[config.mk]
export PLATFORM = sky130hd
export DESIGN_NAME = gpio_pin_ctrl
export DESIGN_NICKNAME = d
export VERILOG_FILES = /design/src/rtl/gpio_pkg.sv /design/src/rtl/bit_sync.sv /design/src/rtl/gpio_pin_ctrl.sv
export SDC_FILE = /design/constraint.sdc
export NUM_CORES = 1
export LEC_CHECK = 0
export BUFFER_PORTS_ARGS = -buffer_cell sky130_fd_sc_hd__buf_2
export CORE_MARGIN = 2
export CORE_UTILIZATION = 40
export CTS_BUF_LIST = sky130_fd_sc_hd__clkbuf_8
export DETAILED_ROUTE_END_ITERATION = 10
export HOLD_SLACK_MARGIN = 0.08
export PLACE_DENSITY_LB_ADDON = 0.2
export SETUP_SLACK_MARGIN = 0.02
export SLEW_MARGIN = 20
export SYNTH_ARGS = -nofsm -noshare
export SYNTH_HDL_FRONTEND = slang
export SYNTH_HIERARCHICAL = 1
export SYNTH_SLANG_ARGS = --single-unit
export TNS_END_PERCENT = 1
[constraint.sdc]
create_clock -name clk -period 1.8 [get_ports clk]
set_input_delay 0.36 -clock clk [delete_from_list [all_inputs] [get_ports clk]]
set_output_delay 0.36 -clock clk [all_outputs]
set_load 0.1 [all_outputs]
[src/rtl/gpio_pkg.sv]
// gpio_pkg: debouncer state type and default pin-controller parameters
package gpio_pkg;
    typedef enum logic [1:0] {STABLE_LO, CHECK_HI, STABLE_HI, CHECK_LO} deb_state_t;
    localparam int DEF_SYNC_STAGES = 2;
    localparam int DEF_DEBOUNCE_CYCLES = 16;
endpackage

[src/rtl/bit_sync.sv]
// bit_sync: multi-flop synchronizer for one asynchronous bit, clearing to 0
module bit_sync #(
    parameter int STAGES = 2
) (
    input  logic clk,
    input  logic resetn,
    input  logic d,
    output logic q
);
    logic [STAGES-1:0] ff;
    always_ff @(posedge clk) begin
        if (!resetn) ff <= '0;
        else ff <= {ff[STAGES-2:0], d};
    end
    assign q = ff[STAGES-1];
endmodule

[src/rtl/gpio_pin_ctrl.sv]
// gpio_pin_ctrl: registered pad drive plus synchronized, debounced pin readback with edge strobes
module gpio_pin_ctrl
    import gpio_pkg::*;
#(
    parameter int SYNC_STAGES = DEF_SYNC_STAGES,
    parameter int DEBOUNCE_CYCLES = DEF_DEBOUNCE_CYCLES
) (
    input  logic clk,
    input  logic resetn,
    input  logic io_iosel,
    input  logic io_out,
    output logic io_in,
    input  logic pin_in,
    output logic pin_oe,
    output logic pin_out,
    output logic rise_pulse,
    output logic fall_pulse
);
    localparam int CW = $clog2(DEBOUNCE_CYCLES + 1);
    localparam logic [CW-1:0] LAST = CW'(DEBOUNCE_CYCLES - 1);
    localparam bit DIRECT = DEBOUNCE_CYCLES == 1;
    deb_state_t state, state_d;
    logic [CW-1:0] cnt, cnt_d;
    logic sync_q, io_d, rise_d, fall_d;
    bit_sync #(.STAGES(SYNC_STAGES)) u_sync (
        .clk(clk),
        .resetn(resetn),
        .d(pin_in),
        .q(sync_q)
    );
    always_ff @(posedge clk) begin
        if (!resetn) begin
            state <= STABLE_LO;
            cnt <= '0;
            io_in <= 1'b0;
            rise_pulse <= 1'b0;
            fall_pulse <= 1'b0;
            pin_oe <= 1'b0;
            pin_out <= 1'b0;
        end else begin
            state <= state_d;
            cnt <= cnt_d;
            io_in <= io_d;
            rise_pulse <= rise_d;
            fall_pulse <= fall_d;
            pin_oe <= io_iosel;
            pin_out <= io_out;
        end
    end
    // cnt holds the number of candidate samples seen so far; it is 0 in STABLE states
    always_comb begin
        state_d = state;
        cnt_d = cnt;
        case (state)
            STABLE_LO: if (sync_q) begin
                state_d = DIRECT ? STABLE_HI : CHECK_HI;
                cnt_d = DIRECT ? '0 : CW'(1);
            end
            STABLE_HI: if (!sync_q) begin
                state_d = DIRECT ? STABLE_LO : CHECK_LO;
                cnt_d = DIRECT ? '0 : CW'(1);
            end
            CHECK_HI: begin
                state_d = !sync_q ? STABLE_LO : cnt == LAST ? STABLE_HI : CHECK_HI;
                cnt_d = (!sync_q || cnt == LAST) ? '0 : cnt + 1'b1;
            end
            CHECK_LO: begin
                state_d = sync_q ? STABLE_HI : cnt == LAST ? STABLE_LO : CHECK_LO;
                cnt_d = (sync_q || cnt == LAST) ? '0 : cnt + 1'b1;
            end
            default: begin
                state_d = STABLE_LO;
                cnt_d = '0;
            end
        endcase
    end
    always_comb begin
        io_d = state_d == STABLE_HI || state_d == CHECK_LO;
        rise_d = io_d && !io_in;
        fall_d = !io_d && io_in;
    end
endmodule
==> results of run 1 <==
critical path: stages (launching register included):
cell     delay [ns]
dfxtp_1        0.34
ha_4           0.17
and3_4         0.17
ha_2           0.17
and2b_2        0.21
or4b_1         0.42
a31oi_1        0.17
final timing paths:
check | start | to | slack, ns | cells after the start
worst min-delay path | pin_in | u_sync/ff[0]$_SDFF_PN0_ | 0.32 | 2
worst min register to register | u_sync/ff[0]$_SDFF_PN0_ | u_sync/ff[1]$_SDFF_PN0_ | 0.43 | 1
worst max-delay path | cnt[0]$_SDFFE_PN0P_ | cnt[3]$_SDFFE_PN0P_ | 0.08 | 6
worst max register to register | cnt[0]$_SDFFE_PN0P_ | cnt[3]$_SDFFE_PN0P_ | 0.08 | 6
cells in the mapped netlist, drive strengths merged:
cell type	n	area share
mux2i	1	0.019
and2	4	0.047
a21oi	2	0.019
nor3	1	0.0094
a31oi	2	0.023
nand2	1	0.0070
nand3b	1	0.014
or4b	1	0.019
nand4b	2	0.033
ha	3	0.070
nand3	6	0.056
and2b	1	0.014
a211oi	1	0.014
o211a	1	0.019
nand4	1	0.012
o21ai	1	0.0094
xnor2	1	0.016
dfxtp	14	0.52
and3	2	0.023
nor2	2	0.014
inv	3	0.021
xor2	1	0.016
power by group through the flow:
stage	clock network [µW]	registers (µW)	logic [µW]
global placement	0	326	42.4
detailed placement	0	326	42.7
global route	328	320	45.9
CTS	315	319	42.8
floorplan	0	343	11.3
finish	307	320	42.6
registers in the layout, summed over array words and instances (netlist names):
| register | flops |
|---|---|
| u_sync/ff | 2 |
| fall_pulse | 1 |
| cnt | 5 |
| pin_oe | 1 |
| state | 2 |
| rise_pulse | 1 |
| io_in | 1 |
| pin_out | 1 |
cell type report:
cell class / instances / area, µm²
clock buffers: 4 / 55.1
fillers: 123 / 578
inverters: 3 / 11.3
multi-input cells: 35 / 264
flip-flops and latches: 14 / 282
well taps: 15 / 18.8
repair buffers: 11 / 60.1
cell families (layout without fill, tap and decap cells):
group                    count (synthesis)  count (layout)
adder cells (fa/ha/maj)                  3               3
flip-flops                              14              14
buffers and inverters                    3              18
AO/OA/AOI/OAI                            7               7
multiplexers                             1               1
AND/OR/NAND/NOR                         22              22
XOR/XNOR                                 2               2
through the flow:
| stage | setup slack, ns | std cells | power (µW) | utilization | hold slack, ns |
|---|---|---|---|---|---|
| 2_1_floorplan | 0.0399 | 52 | 355 | - | 0.412 |
| 3_3_place_gp | 0.0609 | 78 | 368 | 0.486 | 0.415 |
| 3_5_place_dp | 0.0142 | 78 | 369 | 0.486 | 0.422 |
| 4_1_cts | 0.0289 | 82 | 677 | 0.530 | 0.314 |
| 5_1_grt | 0.0245 | 82 | 694 | 0.544 | 0.317 |
| 6_report | 0.0777 | 82 | 669 | 0.544 | 0.316 |
repair_timing:
item / CTS / global route
cloned: 0 / 0
pin swaps: 1 / 1
endpoints found under the setup margin: 1 / 1
resized for setup: 0 / 4
hold buffers: 0 / 0
endpoints found under the hold margin: 0 / 0
per-layer routing:
| metal | track usage | up-vias | wire (µm) |
|---|---|---|---|
| li1 | - | 215 | - |
| met1 | 0.169 | 190 | 453 |
| met2 | 0.175 | 12 | 430 |
| met3 | 0.0667 | 2 | 40 |
| met4 | 0.125 | 0 | 16 |
| met5 | 0 | - | 0 |
==> impl_results.md, run 1 <==
* TNS Setup at 0 ns
* DR DRC count at 0
* Seq pwr share at 0.478
* Crit Path Class: reg2reg
* Fmax at 581 MHz
* HPWL after DPL at around 680 µm
* Vias/cell at 5.11
* Worst hold path type: in2reg
* Buffers on Ports at 9
* Placed Instance Area at about 620 µm²
* Final Slew Violations at 0
* Vias in the first global route at approximately 320
* Largest net degree at the start of global routing at 9
* Final net count at 76
* Crit path required time at 1.97 ns
* Synthesized Nets at 60
* Clk buf depth at 2
* Power per cell area at roughly 970 mW/mm²
* Post-Synthesis Cell Area at about 530 µm²
* I/O Pins at 10
* Final period util at 0.957
* Mux contribution to synthesized area at 0.0187
* Initial drt markers at 9
* Antenna-violating nets left at 0
* Critical path fanouts, max at 3
* Share of cells above drive strength 1 at 0.299
* Clock network fraction of total power at 0.458
* Setup Buffers After CTS at 0
* Largest family of logic cells by synthesized area: simple AND/OR/NAND/NOR gates
* Final setup fails at 0
* Synth Area in Adders at 0.0703
* Register bit total from synthesis at 14
* Unrepaired setup endpoints after global routing: no
* Min Tclk post-route at 1.72 ns
* Avg Inst Size Synth at 10.3 µm²
* Design Area, Final at around 700 µm²
* CTS tree: done
* Die width at between 40 and 50 µm
* Endpoints failing hold at 0
* Sw Ratio at 0.219
* Worst Clk Skew at about 0.0035 ns
* First-pass detailed-route iteration total at 4
* Static Leak at 0.000299 µW
* Congestion Overflow GR at 0
* Seq/Total Area, Yosys at 0.525
* Gp weighted congestion at slightly below 0.7
* H-tree Lvls at 1
* Status: completed
* Die Y-Extent at 40.5 µm
* Clk sinks at 14
* Commonest non-fill, non-tap cell in the layout: dfxtp_1
* Antenna violations before repair at 0
* Sw power at approximately 150 µW
* Compound-gate portion of the synthesized area at 0.0843
* Cts bufs inserted at 3
* Worst-Margin Slew at 0.483 ns
* GRT Overall Usage at 0.139
* First-pass GRT wire length at ~1400 µm
* CTS Root Cell: clkbuf_8
* Die ar. at between 0.0015 and 0.002 mm²
* Int Pwr at approximately 520 µW
* Worst vdd ir at between 0.4 and 0.5 mV
* Power share of the combinational group at 0.064
* Starting density of the core at 0.421
* Final WL at between 900 and 1000 µm
* FP Rows at 13
* Clk pin slew, worst setup/hold paths at roughly 0.060 ns
* Cell variety after synth at 22
* Total core area at 0.00127 mm²
* Commonest non-fill, non-tap cells in the layout: 13 x dfxtp_1, 9 x buf_2, 6 x nand3_1
* Critical path endpoint category: register
* Yosys warns at 6
* Arrival time worst endpoint at between 1.5 and 2 ns
* MaxCap Viol Count at 0
* Clk_lat worst skew at 0.24 ns
* Post-Syn Instances at 52
* WL per Instance at between 10 and 15 µm
* Synth Area in Simple Gates at 0.248
* Slew Limit Headroom at 0.676
* Startpoint types: register
* Area delta synth->final at 29.3%
* Via count at ~420
* ANT cells at 0
* Xor/xnor share of the synthesized area at 0.0328
(Power assumes the default switching activity.)
==> run 2: changes to the inputs <==
--- a/config.mk
+++ b/config.mk
@@ -5,6 +5,7 @@
 export SDC_FILE = /design/constraint.sdc
 export NUM_CORES = 1
 export LEC_CHECK = 0
+export ABC_AREA = 1
 export BUFFER_PORTS_ARGS = -buffer_cell sky130_fd_sc_hd__buf_2
 export CORE_MARGIN = 2
 export CORE_UTILIZATION = 40
==> impl_results.md, run 2 <==
* Starting density of the core at 0.436 (was 0.421)
* Gp weighted congestion at 0.732 (was 0.679)
* Register bit total from synthesis at 14 (unchanged)
* Post-Syn Instances at 72 (was 52)
* Clk buf depth at 2 (unchanged)
* Final net count at 94 (was 76)
* Clk sinks at 14 (unchanged)
* GRT Overall Usage at 0.146 (was 0.139)
* Seq/Total Area, Yosys at 0.482 (was 0.525)
* Largest registers: cnt x5, state x2, u_sync/ff x2 (unchanged)
* Dominant cell type by area after synthesis: dfxtp_1 (unchanged)
* ANT cells at 0 (unchanged)
* Resized cells post-CTS at 0 (unchanged)
* TNS Setup at 0 ns (unchanged)
* Crit path required time at 1.98 ns (was 1.97 ns)
* Top cells by area, synth: dfxtp_1 48%, nand2_1 11%, ha_1 6.5% (was dfxtp_1 52%, ha_1 7.0%, nand3_1 5.6%)
* Pwr Total at 666 µW (was 669 µW)
* CTS tree: done (unchanged)
* First-pass GRT wire length at 1900 µm (was 1360 µm)
* Slew Limit Headroom at 0.676 (about the same)
* Crit Path Class: reg2reg (unchanged)
* Worst Clk Skew at 0.00531 ns (was 0.00349 ns)
* MaxCap Viol Count at 0 (unchanged)
* Startpoint types: register (unchanged)
* Max reg flops at 5 (unchanged)
* Setup Buffers After CTS at 0 (unchanged)
* Die Y-Extent at 42.1 µm (was 40.5 µm)
* Yosys warns at 6 (unchanged)
* Prevailing post-synth register cell: dfxtp_1 (unchanged)
* Seq pwr share at 0.481 (was 0.478)
* Worst-Margin Slew at 0.490 ns (was 0.483 ns)
* Critical path endpoint category: register (unchanged)
* CTS Root Cell: clkbuf_8 (unchanged)
* Buffers on Ports at 9 (unchanged)
* Final Slew Violations at 0 (unchanged)
* FP Rows at 13 (unchanged)
* Clk_lat worst skew at 0.24 ns (about the same)
* Final period util at 0.807 (was 0.957)
* Placed Instance Area at 646 µm² (was 617 µm²)
* Power share of the combinational group at 0.066 (was 0.064)
* Hold_ws at 0.300 ns (was 0.316 ns)
* Antenna-violating nets left at 0 (unchanged)
* Post-CTS Hold Buffers at 0 (unchanged)
* Sw Ratio at 0.219 (about the same)
* Status: completed (unchanged)
* Die ar. at 0.00178 mm² (was 0.00164 mm²)
* Commonest non-fill, non-tap cell in the layout: nand2_1 (was dfxtp_1)
* Commonest cells post-synth: 17 x nand2_1, 14 x dfxtp_1, 9 x inv_1 (was 14 x dfxtp_1, 6 x nand3_1, 4 x and2_1)
* WL per Instance at 10.5 µm (was 11.5 µm)
* Critical path fanouts, max at 5 (was 3)
* Area delta synth->final at 20.4% (was 29.3%)
* H-tree Lvls at 1 (unchanged)
* HPWL after DPL at 770 µm (was 679 µm)
* Post-Synthesis Cell Area at 582 µm² (was 534 µm²)
* Commonest non-fill, non-tap cells in the layout: 17 x nand2_1, 14 x dfxtp_1, 9 x inv_1, 9 x buf_2, 5 x nor2_1 (was 13 x dfxtp_1, 9 x buf_2, 6 x nand3_1)
* Die width at 42.1 µm (was 40.5 µm)
* Endpoints failing hold at 0 (unchanged)
* Register with the most flip-flops: cnt (unchanged)
* I/O Pins at 10 (unchanged)
* Clock network fraction of total power at 0.453 (was 0.458)
* Clk pin slew, worst setup/hold paths at 0.06 ns (about the same)
* Congestion Overflow GR at 0 (unchanged)
* Unrepaired setup endpoints after global routing: no (unchanged)
* Power per cell area at 951 mW/mm² (was 969 mW/mm²)
* Arrival time worst endpoint at 1.64 ns (was 1.90 ns)
* Final WL at 1050 µm (was 940 µm)
* Largest net degree at the start of global routing at 9 (unchanged)
* Via count at 462 (was 419)
* Total core area at 0.00133 mm² (was 0.00127 mm²)
* Antenna violations before repair at 0 (unchanged)
* Vias/cell at 4.62 (was 5.11)
* Cts bufs inserted at 3 (unchanged)
* Most common cell in the synthesized netlist: nand2_1 (was dfxtp_1)
* Initial drt markers at 3 (was 9)
* Worst hold path type: in2reg (unchanged)
* Design Area, Final at 701 µm² (was 691 µm²)
* Final setup fails at 0 (unchanged)
* Area share of the largest cell type after synthesis at 0.482 (was 0.525)
* DR DRC count at 0 (unchanged)
* Min Tclk post-route at 1.45 ns (was 1.72 ns)
* Sw power at 146 µW (was 147 µW)
* Avg Inst Size Synth at 8.08 µm² (was 10.3 µm²)
* Vias in the first global route at 466 (was 318)
* Worst vdd ir at 0.460 mV (was 0.493 mV)
* Share of cells above drive strength 1 at 0.282 (was 0.299)
* Cell variety after synth at 19 (was 22)
* Fmax at 688 MHz (was 581 MHz)
* Core Util, Final at 0.525 (was 0.544)
* EDFF count, synth at 0 (unchanged)
* Synthesized Nets at 80 (was 60)
* Async S/R FF share, synth at 0 (unchanged)
* Static Leak at 0.000327 µW (was 0.000299 µW)
* First-pass detailed-route iteration total at 3 (was 4)
* Int Pwr at 520 µW (was 522 µW)
run 2: routing by layer:
metal  track usage  wire, µm
met4        0.0375         0
met1         0.151       487
met3        0.0819        66
met5             0         0
met2         0.253       495
run 2: final cells by class:
cell class,instances,area [µm²]
inverter,12,45.0
clock buffer,4,55.1
timing repair buffer,9,45.0
tap,15,18.8
sequential,14,280
fill,137,633
multi-input combinational,46,256
run 2: logic make-up (layout without fill, tap and decap cells):
group / after synthesis / in the layout / synth area share
DFF: 14 / 14 / 0.482
adders and majority gates: 3 / 3 / 0.0645
buffers and inverters: 12 / 25 / 0.0774
and+or+nand+nor: 34 / 34 / 0.271
AOI/OAI and AO/OA: 9 / 9 / 0.105
run 2: path summary, 6_finish.rpt:
path / from / cells past startpoint / to / slack [ns]
worst max-delay path: cnt[0]$_SDFFE_PN0P_ / 9 / cnt[3]$_SDFFE_PN0P_ / 0.35
worst max register to register: cnt[0]$_SDFFE_PN0P_ / 9 / cnt[3]$_SDFFE_PN0P_ / 0.35
worst min register to register: u_sync/ff[0]$_SDFF_PN0_ / 2 / u_sync/ff[1]$_SDFF_PN0_ / 0.40
worst min-delay path: io_out / 3 / pin_out$_SDFF_PN0_ / 0.30
run 2: power by group through the flow:
stage | Sequential [µW] | Combinational (µW) | Clock [µW]
2_1_floorplan | 344 | 14.4 | 0
5_1_grt | 322 | 47.8 | 329
4_1_cts | 321 | 43.9 | 313
6_report | 321 | 43.7 | 302
3_5_place_dp | 327 | 43.5 | 0
3_3_place_gp | 327 | 43.1 | 0
run 2: worst max-delay path, stage by stage, from the launching register on:
cell	delay, ns
dfxtp_1	0.34
ha_1	0.21
nand2_1	0.08
nor2_1	0.06
ha_1	0.24
nor2_4	0.17
inv_2	0.04
nor2_1	0.09
nand2_1	0.07
a21oi_2	0.10
run 2: stage by stage:
step,instances,setup slack [ns]
CTS,100,0.331
global placement,96,0.375
global route,100,0.156
floorplan,72,0.462
detailed placement,96,0.359
finish,100,0.347
